[config.mk]
export PLATFORM = sky130hd
export DESIGN_NAME = operand_fetch_stage_flat
export DESIGN_NICKNAME = d
export VERILOG_FILES = /design/src/rtl/pipeline_pkg.sv /design/src/rtl/operand_fetch_stage_if.sv /design/src/rtl/operand_fetch_stage_bypass_mux.sv /design/src/rtl/operand_fetch_stage.sv /design/src/flat_wrapper.sv
export SDC_FILE = /design/constraint.sdc
export NUM_CORES = 1
export LEC_CHECK = 0
export ABC_AREA = 1
export ABC_CLOCK_PERIOD_IN_PS = 3300
export CORE_ASPECT_RATIO = 1.4
export CORE_MARGIN = 10
export CORE_UTILIZATION = 46
export DETAILED_ROUTE_END_ITERATION = 7
export PLACE_DENSITY = 0.95
export SYNTH_ARGS = -nofsm -noshare
export SYNTH_HDL_FRONTEND = slang
export SYNTH_SLANG_ARGS = --single-unit
[constraint.sdc]
create_clock -name clk -period 3.3 [get_ports clk]
set_clock_uncertainty 0.15 [all_clocks]
set_input_delay 0.495 -clock clk [delete_from_list [all_inputs] [get_ports clk]]
set_output_delay 0.495 -clock clk [all_outputs]
set_load 0.01 [all_outputs]
[src/rtl/pipeline_pkg.sv]
// pipeline_pkg: shared widths, register-zero constant and the ID/EX register layout.
package pipeline_pkg;
    localparam int DATA_W = 32;
    localparam int ADDR_W = 5;
    localparam logic [ADDR_W-1:0] REG_ZERO = 5'd0;
    typedef struct packed {
        logic              valid;
        logic [DATA_W-1:0] op_a;
        logic [DATA_W-1:0] op_b;
        logic [ADDR_W-1:0] rd;
        logic              reg_write;
        logic              is_load;
        logic [DATA_W-1:0] imm;
        logic [DATA_W-1:0] pc;
    } idex_t;
endpackage

[src/rtl/operand_fetch_stage_if.sv]
// operand_fetch_stage_if: ID-side and EX-side handshakes of the operand fetch stage.
interface operand_fetch_stage_if;
    import pipeline_pkg::*;
    logic              id_valid;
    logic              id_ready;
    logic [ADDR_W-1:0] id_rs;
    logic [ADDR_W-1:0] id_rt;
    logic [ADDR_W-1:0] id_rd;
    logic              id_uses_rs;
    logic              id_uses_rt;
    logic              id_reg_write;
    logic              id_is_load;
    logic [DATA_W-1:0] id_imm;
    logic [DATA_W-1:0] id_pc;
    logic              ex_flush;
    logic              ex_ready;
    logic              ex_valid;
    logic [DATA_W-1:0] ex_op_a;
    logic [DATA_W-1:0] ex_op_b;
    logic [ADDR_W-1:0] ex_rd;
    logic              ex_reg_write;
    logic              ex_is_load;
    logic [DATA_W-1:0] ex_imm;
    logic [DATA_W-1:0] ex_pc;
    modport master (
        output id_valid, id_rs, id_rt, id_rd, id_uses_rs, id_uses_rt, id_reg_write, id_is_load,
               id_imm, id_pc, ex_flush, ex_ready,
        input  id_ready, ex_valid, ex_op_a, ex_op_b, ex_rd, ex_reg_write, ex_is_load, ex_imm, ex_pc
    );
    modport slave (
        input  id_valid, id_rs, id_rt, id_rd, id_uses_rs, id_uses_rt, id_reg_write, id_is_load,
               id_imm, id_pc, ex_flush, ex_ready,
        output id_ready, ex_valid, ex_op_a, ex_op_b, ex_rd, ex_reg_write, ex_is_load, ex_imm, ex_pc
    );
endinterface

[src/rtl/operand_fetch_stage_bypass_mux.sv]
// bypass_mux: resolves one source operand; r0 reads zero, then MEM, WB, register file.
module bypass_mux
    import pipeline_pkg::*;
(
    input  logic [ADDR_W-1:0] addr,
    input  logic              mem_reg_write,
    input  logic [ADDR_W-1:0] mem_rd,
    input  logic [DATA_W-1:0] mem_result,
    input  logic              wb_reg_write,
    input  logic [ADDR_W-1:0] wb_rd,
    input  logic [DATA_W-1:0] wb_result,
    input  logic [DATA_W-1:0] rf_data,
    output logic [DATA_W-1:0] op
);
    // addr is non-zero past the first test, so a destination of r0 can never match
    assign op = (addr == REG_ZERO)                  ? '0 :
                (mem_reg_write && mem_rd == addr)   ? mem_result :
                (wb_reg_write && wb_rd == addr)     ? wb_result :
                                                      rf_data;
endmodule

[src/rtl/operand_fetch_stage.sv]
// operand_fetch_stage: reads rs/rt, bypasses from MEM/WB, stalls on EX dependencies
// and owns the ID/EX register.
module operand_fetch_stage
    import pipeline_pkg::*;
(
    input  logic                 clk,
    input  logic                 reset,
    operand_fetch_stage_if.slave bus,
    output logic [ADDR_W-1:0]    rf_rs,
    output logic [ADDR_W-1:0]    rf_rt,
    input  logic [DATA_W-1:0]    rf_read_rs,
    input  logic [DATA_W-1:0]    rf_read_rt,
    input  logic                 mem_reg_write,
    input  logic [ADDR_W-1:0]    mem_rd,
    input  logic [DATA_W-1:0]    mem_result,
    input  logic                 wb_reg_write,
    input  logic [ADDR_W-1:0]    wb_rd,
    input  logic [DATA_W-1:0]    wb_result,
    output logic [15:0]          dep_stalls
);
    idex_t             r;
    logic [DATA_W-1:0] op_a;
    logic [DATA_W-1:0] op_b;
    logic              hz;
    assign rf_rs = bus.id_rs;
    assign rf_rt = bus.id_rt;
    bypass_mux u_rs (
        .addr(bus.id_rs), .mem_reg_write(mem_reg_write), .mem_rd(mem_rd), .mem_result(mem_result),
        .wb_reg_write(wb_reg_write), .wb_rd(wb_rd), .wb_result(wb_result), .rf_data(rf_read_rs), .op(op_a)
    );
    bypass_mux u_rt (
        .addr(bus.id_rt), .mem_reg_write(mem_reg_write), .mem_rd(mem_rd), .mem_result(mem_result),
        .wb_reg_write(wb_reg_write), .wb_rd(wb_rd), .wb_result(wb_result), .rf_data(rf_read_rt), .op(op_b)
    );
    // The EX result is not available yet, so any dependency on it waits one cycle for MEM.
    assign hz = r.valid & r.reg_write & (r.rd != REG_ZERO) &
                ((bus.id_uses_rs & (bus.id_rs == r.rd)) | (bus.id_uses_rt & (bus.id_rt == r.rd)));
    assign bus.id_ready = ~bus.ex_flush & ~hz & (~r.valid | bus.ex_ready);
    always_ff @(posedge clk) begin
        if (reset) begin
            r          <= '0;
            dep_stalls <= '0;
        end else begin
            if (bus.ex_flush)
                r.valid <= 1'b0;
            else if (!r.valid || bus.ex_ready) begin
                if (bus.id_valid && bus.id_ready)
                    r <= '{valid: 1'b1, op_a: op_a, op_b: op_b, rd: bus.id_rd,
                           reg_write: bus.id_reg_write, is_load: bus.id_is_load,
                           imm: bus.id_imm, pc: bus.id_pc};
                else
                    r.valid <= 1'b0;
            end
            if (bus.id_valid && hz && !bus.ex_flush && dep_stalls != 16'hFFFF)
                dep_stalls <= dep_stalls + 16'd1;
        end
    end
    assign bus.ex_valid     = r.valid;
    assign bus.ex_op_a      = r.op_a;
    assign bus.ex_op_b      = r.op_b;
    assign bus.ex_rd        = r.rd;
    assign bus.ex_reg_write = r.reg_write;
    assign bus.ex_is_load   = r.is_load;
    assign bus.ex_imm       = r.imm;
    assign bus.ex_pc        = r.pc;
endmodule

[src/flat_wrapper.sv]
// flat-port wrapper written by rule: the top's interface ports become plain ports
module operand_fetch_stage_flat import pipeline_pkg::*;
  (clk, reset, rf_rs, rf_rt, rf_read_rs, rf_read_rt, mem_reg_write, mem_rd, mem_result, wb_reg_write, wb_rd, wb_result, dep_stalls, bus_id_valid, bus_id_rs, bus_id_rt, bus_id_rd, bus_id_uses_rs, bus_id_uses_rt, bus_id_reg_write, bus_id_is_load, bus_id_imm, bus_id_pc, bus_ex_flush, bus_ex_ready, bus_id_ready, bus_ex_valid, bus_ex_op_a, bus_ex_op_b, bus_ex_rd, bus_ex_reg_write, bus_ex_is_load, bus_ex_imm, bus_ex_pc);
  operand_fetch_stage_if bus_i ();
  input  logic clk;
  input  logic reset;
  output logic [ADDR_W-1:0] rf_rs;
  output logic [ADDR_W-1:0] rf_rt;
  input  logic [DATA_W-1:0] rf_read_rs;
  input  logic [DATA_W-1:0] rf_read_rt;
  input  logic mem_reg_write;
  input  logic [ADDR_W-1:0] mem_rd;
  input  logic [DATA_W-1:0] mem_result;
  input  logic wb_reg_write;
  input  logic [ADDR_W-1:0] wb_rd;
  input  logic [DATA_W-1:0] wb_result;
  output logic [15:0] dep_stalls;
  input wire logic [$bits(bus_i.id_valid)-1:0] bus_id_valid;
  input wire logic [$bits(bus_i.id_rs)-1:0] bus_id_rs;
  input wire logic [$bits(bus_i.id_rt)-1:0] bus_id_rt;
  input wire logic [$bits(bus_i.id_rd)-1:0] bus_id_rd;
  input wire logic [$bits(bus_i.id_uses_rs)-1:0] bus_id_uses_rs;
  input wire logic [$bits(bus_i.id_uses_rt)-1:0] bus_id_uses_rt;
  input wire logic [$bits(bus_i.id_reg_write)-1:0] bus_id_reg_write;
  input wire logic [$bits(bus_i.id_is_load)-1:0] bus_id_is_load;
  input wire logic [$bits(bus_i.id_imm)-1:0] bus_id_imm;
  input wire logic [$bits(bus_i.id_pc)-1:0] bus_id_pc;
  input wire logic [$bits(bus_i.ex_flush)-1:0] bus_ex_flush;
  input wire logic [$bits(bus_i.ex_ready)-1:0] bus_ex_ready;
  output wire logic [$bits(bus_i.id_ready)-1:0] bus_id_ready;
  output wire logic [$bits(bus_i.ex_valid)-1:0] bus_ex_valid;
  output wire logic [$bits(bus_i.ex_op_a)-1:0] bus_ex_op_a;
  output wire logic [$bits(bus_i.ex_op_b)-1:0] bus_ex_op_b;
  output wire logic [$bits(bus_i.ex_rd)-1:0] bus_ex_rd;
  output wire logic [$bits(bus_i.ex_reg_write)-1:0] bus_ex_reg_write;
  output wire logic [$bits(bus_i.ex_is_load)-1:0] bus_ex_is_load;
  output wire logic [$bits(bus_i.ex_imm)-1:0] bus_ex_imm;
  output wire logic [$bits(bus_i.ex_pc)-1:0] bus_ex_pc;
  assign bus_i.id_valid = bus_id_valid;
  assign bus_i.id_rs = bus_id_rs;
  assign bus_i.id_rt = bus_id_rt;
  assign bus_i.id_rd = bus_id_rd;
  assign bus_i.id_uses_rs = bus_id_uses_rs;
  assign bus_i.id_uses_rt = bus_id_uses_rt;
  assign bus_i.id_reg_write = bus_id_reg_write;
  assign bus_i.id_is_load = bus_id_is_load;
  assign bus_i.id_imm = bus_id_imm;
  assign bus_i.id_pc = bus_id_pc;
  assign bus_i.ex_flush = bus_ex_flush;
  assign bus_i.ex_ready = bus_ex_ready;
  assign bus_id_ready = bus_i.id_ready;
  assign bus_ex_valid = bus_i.ex_valid;
  assign bus_ex_op_a = bus_i.ex_op_a;
  assign bus_ex_op_b = bus_i.ex_op_b;
  assign bus_ex_rd = bus_i.ex_rd;
  assign bus_ex_reg_write = bus_i.ex_reg_write;
  assign bus_ex_is_load = bus_i.ex_is_load;
  assign bus_ex_imm = bus_i.ex_imm;
  assign bus_ex_pc = bus_i.ex_pc;
  operand_fetch_stage u_core (.clk(clk), .reset(reset), .bus(bus_i), .rf_rs(rf_rs), .rf_rt(rf_rt), .rf_read_rs(rf_read_rs), .rf_read_rt(rf_read_rt), .mem_reg_write(mem_reg_write), .mem_rd(mem_rd), .mem_result(mem_result), .wb_reg_write(wb_reg_write), .wb_rd(wb_rd), .wb_result(wb_result), .dep_stalls(dep_stalls));
endmodule
==> results.cfg, run 1 <==
[outcome]
outcome = complete, no violations

[worst_setup_path]
path_max_fanout = 6
rr_startpoint = u_core.bus.ex_rd[2]
critical_path_class = in2out
arrival_ns = 2.35
cp_data_required_time_ns = 2.65
critPathLaunchType = input pin
reg2reg_slack_ns = 1.03
cp-end-kind = output pin
ff2ff_path_depth = 9
r2r-end = u_core.bus.ex_pc[6]

[logic_synthesis]
syn_avg_cell_area_um2 = 6.15
syn_inst = 1393
ys_seq_area_share_pct = 35.5
synth_area_um2 = 8570
ys_ff_latch = 152
synth_fp_nets = 1622
synth.distinct_cells = 29
ys.warnings.count = 0

[global_route]
antenna_found_initial = 1
grt_use_total_pct = 30.3
gr-total-overflow = 0
grt_max_degree = 135
grt_pass1_wl_um = 59600
grt_pass1_vias = 10964

[timing]
tightestPinTransition_ns = 0.747
hold_viol = 0
fin_crit_ns = 3.00
slew_viol_final = 0
post-route-period-util_pct = 90.8
setup_viol = 0
rsz0062_at_grt = false
hold_slack_ns = 0.285
clock.fmax_mhz = 334
tns_ns = 0
timing.slew.headroom_pct = 50.2

[clock_network]
path_clk_slew_ns = 0.07
cts_sinks = 152
worstSkewPairLatency_ns = 0.43
h-tree-depth = 4
clk_root_buffer_cell = clkbuf_16
cts.path.max_buffers = 2
cts_inserted_buffers = 17
cts_tree = yes
cts_hold_buf = 0
postCtsSetupRepairBufs = 0
post_cts_resized = 0

[hold_path]
hold_depth = 3
hold_class = in2reg
min-delay-start = bus_id_valid
min_to = u_core.bus.ex_reg_write

[detailed_routing]
wirelength_um = 38800
wl_per_cell_um = 19.5
first_pass_iters = 6
vias = 11128
drt_iter0_markers = 1251
drcViolationCount = 0
ant_nets = 0
vias_per_cell = 5.60

[finish]
final_cell_mix = clkdlybuf4s50_1, nand2_1, nor2_1, nand3_1, dfxtp_1
synthToLayoutAreaGrowth_pct = 53.5
nets = 1957
drive_gt1_share_pct = 6.09
fillerInstances = 1456
layout_commonest_cell = clkdlybuf4s50_1
utilization_pct = 71.3

[power]
p_sw_share_pct = 31.4
ir_drop_uv = 369
internal-power_uw = 3490
power.density_nw_per_um2 = 387
pwr-share-comb_pct = 23.0
p_leak_uw = 0.00584
power_frac_clock_pct = 38.4
p_sw_uw = 1600
seqPwrFrac_pct = 38.6

[floorplan]
die_area_um2 = 24600
std_cell_rows = 59
dieWidth_um = 135
ioPinCount = 391
die-height_um = 181
initial_utilization_pct = 46.4
fp.coreArea_um2 = 18500

[placed_design]
io_buffers = 390
globalplace.congestion = 0.959
hpwl_um = 28700

[job]
cap_violations = 0
[cell usage after synthesis]
cell / instances / area [um^2]
clkinv_1: 3 / 11.3
nor3_1: 4 / 20.0
nand4_1: 136 / 851
dfxtp_1: 152 / 3040
a21oi_2: 2 / 17.5
nor2_1: 242 / 908
nor2_2: 3 / 18.8
inv_2: 21 / 78.8
nand3_1: 152 / 761
nand2_2: 2 / 12.5
o21ai_1: 6 / 30.0
buf_6: 2 / 22.5
inv_1: 110 / 413
o22ai_1: 2 / 12.5
buf_1: 2 / 7.51
a211oi_1: 1 / 7.51
nand3b_1: 1 / 7.51
buf_4: 20 / 150
nor3_2: 1 / 10.0
o211a_1: 1 / 10.0
a21oi_1: 83 / 415
nand2_1: 343 / 1290
a21boi_2: 1 / 11.3
buf_2: 33 / 165
nor3b_1: 1 / 7.51
nand3_2: 1 / 10.0
ha_1: 1 / 12.5
clkbuf_1: 54 / 203
o21ai_0: 13 / 65.1
[metal layers]
| layer | part of all wire, % | vias to the layer above | global-route usage, % |
|---|---|---|---|
| met1 | 33 | 5002 | 31.5 |
| li1 | - | 5193 | - |
| met3 | 13 | 152 | 11.2 |
| met2 | 48 | 781 | 50.9 |
| met5 | 0 | - | 0 |
| met4 | 5.5 | 0 | 17.5 |
[sequential cells by signal, summed over array words and instances, names as in the netlist]
| register | count |
|---|---|
| u_core.bus.ex_reg_write | 1 |
| u_core.dep_stalls | 16 |
| u_core.bus.ex_is_load | 1 |
| u_core.bus.ex_valid | 1 |
| u_core.bus.ex_rd | 5 |
| u_core.bus.ex_imm | 32 |
| u_core.bus.ex_op_a | 32 |
| u_core.bus.ex_pc | 32 |
| u_core.bus.ex_op_b | 32 |
[how the worst max path moves through the flow]
| stage | slack [ns] | to | startpoint |
|---|---|---|---|
| after floorplan | 1.41 | bus_id_ready | bus_id_rs[1] |
| after global placement | 0.42 | bus_id_ready | bus_id_rs[1] |
| after detailed placement | 0.36 | bus_id_ready | bus_id_rs[1] |
| after CTS | 0.35 | bus_id_ready | bus_id_rs[1] |
| after global routing | 0.24 | bus_id_ready | bus_id_rs[1] |
| final | 0.30 | bus_id_ready | bus_id_rs[1] |
[critical path: stages]
cell	delay (ns)
clkdlybuf4s50_1	0.55
inv_2	0.17
nand2_1	0.06
nand2_1	0.06
nor2_1	0.04
nand3_1	0.09
nand2_2	0.12
a21boi_4	0.17
clkdlybuf4s50_1	0.58
[cell families (layout without fill, tap and decap cells)]
| group | Yosys count | after routing | share of synthesized area (%) |
|---|---|---|---|
| flip-flops | 152 | 152 | 35.5 |
| other | 0 | 1 | 0 |
| adder cells (fa/ha/maj) | 1 | 1 | 0.146 |
| buffers and inverters | 245 | 593 | 12.3 |
| AND/OR/NAND/NOR | 886 | 886 | 45.4 |
| AO/OA/AOI/OAI | 109 | 109 | 6.64 |
[cell type report]
type	count	area, um^2	share of cell area (%)
inverters	134	503	3.82
clock inverters	14	151	1.15
repair buffers	427	4200	31.9
diodes	1	2.50	0.0190
flip-flops and latches	152	3040	23.1
well taps	244	305	2.32
clock buffers	18	429	3.26
multi-input cells	996	4520	34.4
[stage by stage]
| stage | setup slack (ns) | cell area [um^2] | std cells | total power, uW |
|---|---|---|---|---|
| 2_1_floorplan | 1.41 | 8570 | 1393 | 2510 |
| 3_3_place_gp | 0.420 | 12600 | 1953 | 3140 |
| 3_5_place_dp | 0.361 | 12600 | 1953 | 3150 |
| 4_1_cts | 0.349 | 13200 | 1985 | 5100 |
| 5_1_grt | 0.237 | 13200 | 1986 | 5290 |
| 6_report | 0.303 | 13200 | 1986 | 5090 |
[power by group through the flow]
stage          clock network, uW  registers (uW)  logic, uW
2_1_floorplan                  0            2040        476
3_3_place_gp                   0            2000       1140
3_5_place_dp                   0            2010       1150
4_1_cts                     1980            1970       1160
5_1_grt                     2060            1970       1260
6_report                    1960            1970       1170
Note: power is estimated with default switching activity, not from simulation.
==> run 2: changes to the inputs <==
- MAX_ROUTING_LAYER: default -> met4
==> run 2 against run 1 <==
- combinational power about the same
- non-clock buffer count increased by 1
- sequential share of layout area decreased by 0.079 points
- fmax decreased by 0.52%
- design area increased by 0.34%
- sequential power about the same
- worst setup slack got worse by 0.016 ns
- critical endpoint unchanged
- highest routed layer unchanged
==> results.cfg, run 2 (same netlist as run 1, synthesis figures left out) <==
[outcome]
outcome = complete, no violations

[clock_network]
h-tree-depth = 4
path_clk_slew_ns = 0.06
post_cts_resized = 0
postCtsSetupRepairBufs = 0
cts_hold_buf = 0
cts_inserted_buffers = 17
cts_tree = yes
clk_root_buffer_cell = clkbuf_16
cts_sinks = 152
cts.path.max_buffers = 2
worstSkewPairLatency_ns = 0.43

[placed_design]
pre_cts_ws_ns = 0.331
io_buffers = 390
hpwl_um = 29400
globalplace.congestion = 0.995
place_area_um2 = 12600

[hold_path]
hold_class = in2reg
min_to = u_core.bus.ex_reg_write
min-delay-start = bus_id_valid
hold_depth = 3

[worst_setup_path]
path_max_fanout = 6
critical_path_class = in2out
ff2ff_path_depth = 12
cp-startpoint = bus_id_rs[1]
critical-path-top-delay-family = buffers and inverters
crit_path_cell_trace = clkdlybuf4s50_1 -> inv_2 -> nand2_1 -> nand2_1 -> nor2_1 -> nand3_1 -> nand2_2 -> a21boi_4 -> clkdlybuf4s50_1
rr_startpoint = u_core.bus.ex_rd[2]
r2r-end = u_core.bus.ex_op_b[28]
cp.buffers_inverters = 3
arrival_ns = 2.37
cp_data_required_time_ns = 2.65
cp_slowest_cell = clkdlybuf4s50_1
reg2reg_slack_ns = 1.11
critPathLaunchType = input pin
cp-end-kind = output pin
slowest_delay_ns = 0.59

[timing]
hold_slack_ns = 0.280
post-route-period-util_pct = 91.3
timing.slew.headroom_pct = 54.2
setup_viol = 0
fin_crit_ns = 3.01
tightestPinTransition_ns = 0.687
slew_viol_final = 0
clock.fmax_mhz = 332
tns_ns = 0
layout_setup_ws_ns = 0.288
rsz0062_at_grt = false
hold_viol = 0

[detailed_routing]
drcViolationCount = 0
wirelength_um = 39200
vias_per_cell = 5.55
wl_per_cell_um = 19.7
ant_nets = 0
first_pass_iters = 8
vias = 11034
drt_iter0_markers = 1019

[global_route]
grt_use_total_pct = 31.4
grt_max_degree = 91
gr-total-overflow = 0
grt_pass1_vias = 11013
grt_pass1_wl_um = 60100
antenna_found_initial = 2

[power]
p_leak_uw = 0.00586
power.density_nw_per_um2 = 388
total_power_uw = 5120
ir_drop_uv = 336

[job]
cap_violations = 0

[floorplan]
die_area_um2 = 24600
fp.coreArea_um2 = 18500
initial_utilization_pct = 46.4
ioPinCount = 391
dieWidth_um = 135
std_cell_rows = 59
die-height_um = 181

[finish]
nets = 1958
synthToLayoutAreaGrowth_pct = 54.1
fillerInstances = 1481
layout_commonest_cell = clkdlybuf4s50_1
post-route-cell-area_um2 = 13200
final_cell_mix = clkdlybuf4s50_1, nand2_1, nor2_1, nand3_1, dfxtp_1
drive_gt1_share_pct = 6.20
## run 2: area by class of cell
type                    instances  area (um^2)  share of cell area, %
multi-input cells             996         4520                   34.3
repair buffers                428         4230                   32.1
flip-flops and latches        152         3040                   23.0
inverters                     134          503                   3.81
clock buffers                  18          439                   3.33
well taps                     244          305                   2.31
clock inverters                14          151                   1.15
diodes                          2         5.00                 0.0379
## run 2: power by group
group	internal (uW)	switching [uW]	total, uW	leakage (uW)
registers	1920	50.5	1970	0.00124
logic	562	616	1180	0.00433
clock network	1040	937	1980	0.000289
total	3520	1600	5120	0.00586
## run 2: how the worst max path moves through the flow
stage	endpoint	slack (ns)	cells after the start
after floorplan	bus_id_ready	1.41	8
after global placement	bus_id_ready	0.37	9
after detailed placement	bus_id_ready	0.33	9
after CTS	bus_id_ready	0.32	9
after global routing	bus_id_ready	0.19	9
final	bus_id_ready	0.29	9
## run 2: per-layer routing
layer | GRT usage, % | share of wire (%)
met1 | 31.6 | 34
met2 | 53.6 | 49
met3 | 11.2 | 12
met4 | 13.6 | 4.8
met5 | - | 0
## run 2: stage by stage
stage	utilization (%)	instances
6_report	71.5	1988
5_1_grt	71.5	1988
4_1_cts	71.5	1986
3_5_place_dp	68.3	1954
3_3_place_gp	68.3	1954
2_1_floorplan	-	1393
## run 2: worst reg2reg max path, cell delays in order, from the launching register on
cell and delay (ns):
dfxtp_1 0.39, inv_1 0.15, nor2_1 0.12, nor2_1 0.05, nand3_1 0.10, nand2_2 0.12
nand2_2 0.13, nand3_4 0.25, buf_4 0.32, nand2_1 0.08, clkinv_1 0.05, nor2_1 0.10
nor2_1 0.05
==> run 3: changes to the inputs <==
- CORE_UTILIZATION: 46 -> 30
- PLACE_DENSITY: 0.95 -> 0.73
==> run 3 against run 2 <==
- power shrank 0.26%
- utilization is 25 points lower
- global-route usage fell by 9.8 points
- sequential power barely moved
- clock power hardly changed
- worst hold slack improved by 0.034 ns
- critical path depth is 1 lower
- register-to-register slack better by 0.08 ns
- non-clock buffer count is 8 lower
- flip-flop and latch count did not move
- first-iteration DRC count decreased by 5.9%
- critical path type unchanged
- largest power group unchanged
- highest routed layer unchanged
==> results.cfg, run 3 (same netlist as run 1, synthesis figures left out) <==
[outcome]
outcome = complete, no violations

[clock_network]
worstSkewPairLatency_ns = 0.44
h-tree-depth = 4
path_clk_slew_ns = 0.07
cts_sinks = 152
cts.path.max_buffers = 2
postCtsSetupRepairBufs = 0
clk_root_buffer_cell = clkbuf_16
cts_inserted_buffers = 17
cts_hold_buf = 0
post_cts_resized = 0
cts_tree = yes

[placed_design]
globalplace.congestion = 0.916
hpwl_um = 28700
io_buffers = 390
dp.cells = 2077

[finish]
final_cell_mix = clkdlybuf4s50_1, nand2_1, nor2_1, nand3_1, dfxtp_1
register_area_um2 = 3040
fin_cells = 2113
utilization_pct = 47.0
layout_commonest_cell = clkdlybuf4s50_1
multi_input_area_um2 = 4520
fillerInstances = 2889
drive_gt1_share_pct = 5.65
synthToLayoutAreaGrowth_pct = 55.4
nets = 1950

[worst_setup_path]
crit_path_cell_trace = clkdlybuf4s50_1 -> nand2_1 -> nand2_1 -> nor2_1 -> nand3_1 -> nand2_2 -> a21boi_4 -> clkdlybuf4s50_1
r2r-end = u_core.bus.ex_imm[8]
reg2reg_slack_ns = 1.19
rr_startpoint = u_core.bus.ex_rd[0]
cp-end-kind = output pin
ff2ff_path_depth = 11
cp_slowest_cell = clkdlybuf4s50_1
arrival_ns = 2.33
cp_data_required_time_ns = 2.65
slowest_delay_ns = 0.65
critical_path_class = in2out
critical-path-top-delay-family = buffers and inverters
path_max_fanout = 7
critPathLaunchType = input pin
cp.buffers_inverters = 2

[global_route]
busiest_layer = met2
gr-usage-met1_pct = 22.5
gr-total-overflow = 0
grt_use_total_pct = 21.6
use_met2_pct = 36.4
grt_pass1_wl_um = 58600
grt_max_degree = 95
grt_pass1_vias = 10514
grt_use_met3_pct = 7.97
antenna_found_initial = 3

[hold_path]
min_to = u_core.bus.ex_imm[31]
hold_depth = 2
min-delay-start = u_core.bus.ex_imm[31]
hold_class = reg2reg

[detailed_routing]
wl_per_cell_um = 18.6
wirelength_um = 39400
drt_iter0_markers = 959
ant_nets = 0
vias = 10654
drcViolationCount = 0
vias_per_cell = 5.04
first_pass_iters = 6

[floorplan]
ioPinCount = 391
fp.coreArea_um2 = 28300
die-height_um = 220
die_area_um2 = 35800
dieWidth_um = 163
initial_utilization_pct = 30.3
std_cell_rows = 73

[timing]
clock.fmax_mhz = 336
setup_viol = 0
post-route-period-util_pct = 90.2
rsz0062_at_grt = false
fin_crit_ns = 2.98
tns_ns = 0
tightestPinTransition_ns = 0.682
hold_viol = 0
timing.slew.headroom_pct = 54.6
slew_viol_final = 0

[power]
ir_drop_uv = 365
power.density_nw_per_um2 = 384
p_leak_uw = 0.00582

[job]
cap_violations = 0
-- run 3: worst max path at each step --
stage / start / endpoint / slack [ns] / depth (start not counted)
global route: bus_id_rs[2] / bus_id_ready / 0.18 / 8
detailed placement: bus_id_rs[2] / bus_id_ready / 0.32 / 8
finish: bus_id_rs[2] / bus_id_ready / 0.32 / 8
floorplan: bus_id_rs[1] / bus_id_ready / 1.41 / 8
global placement: bus_id_rs[2] / bus_id_ready / 0.33 / 8
CTS: bus_id_rs[2] / bus_id_ready / 0.31 / 8
-- run 3: per-layer routing --
| metal | vias to the layer above | share of wire, % |
|---|---|---|
| li1 | 5188 | - |
| met1 | 4791 | 37 |
| met2 | 594 | 49 |
| met3 | 81 | 11 |
| met4 | 0 | 3.0 |
| met5 | - | 0 |
-- run 3: final cells by class --
type	count	share of cell area (%)
tap	375	3.52
antenna	4	0.0752
timing repair buffer	420	31.5
multi-input combinational	996	34.0
clock buffer	19	3.25
inverter	134	3.78
clock inverter	13	1.01
sequential	152	22.9
-- run 3: worst min-delay path, stage by stage (launching register included) --
cell	delay (ns)
dfxtp_1	0.31
nand2_1	0.06
a21oi_1	0.05
-- run 3: power by group --
group          total (uW)  switching [uW]  internal (uW)
Clock                1970             906           1060
Sequential           1960            47.2           1920
Combinational        1170             617            557
-- run 3: stage by stage --
stage                     power [uW]  hold slack, ns  worst slack, ns  area (um^2)
after floorplan                 2510           0.337             1.41         8570
after global placement          3170           0.301            0.325        12700
after detailed placement        3170           0.306            0.316        12700
after CTS                       5160           0.315            0.306        13300
after global routing            5330           0.335            0.183        13300
final                           5110           0.313            0.323        13300
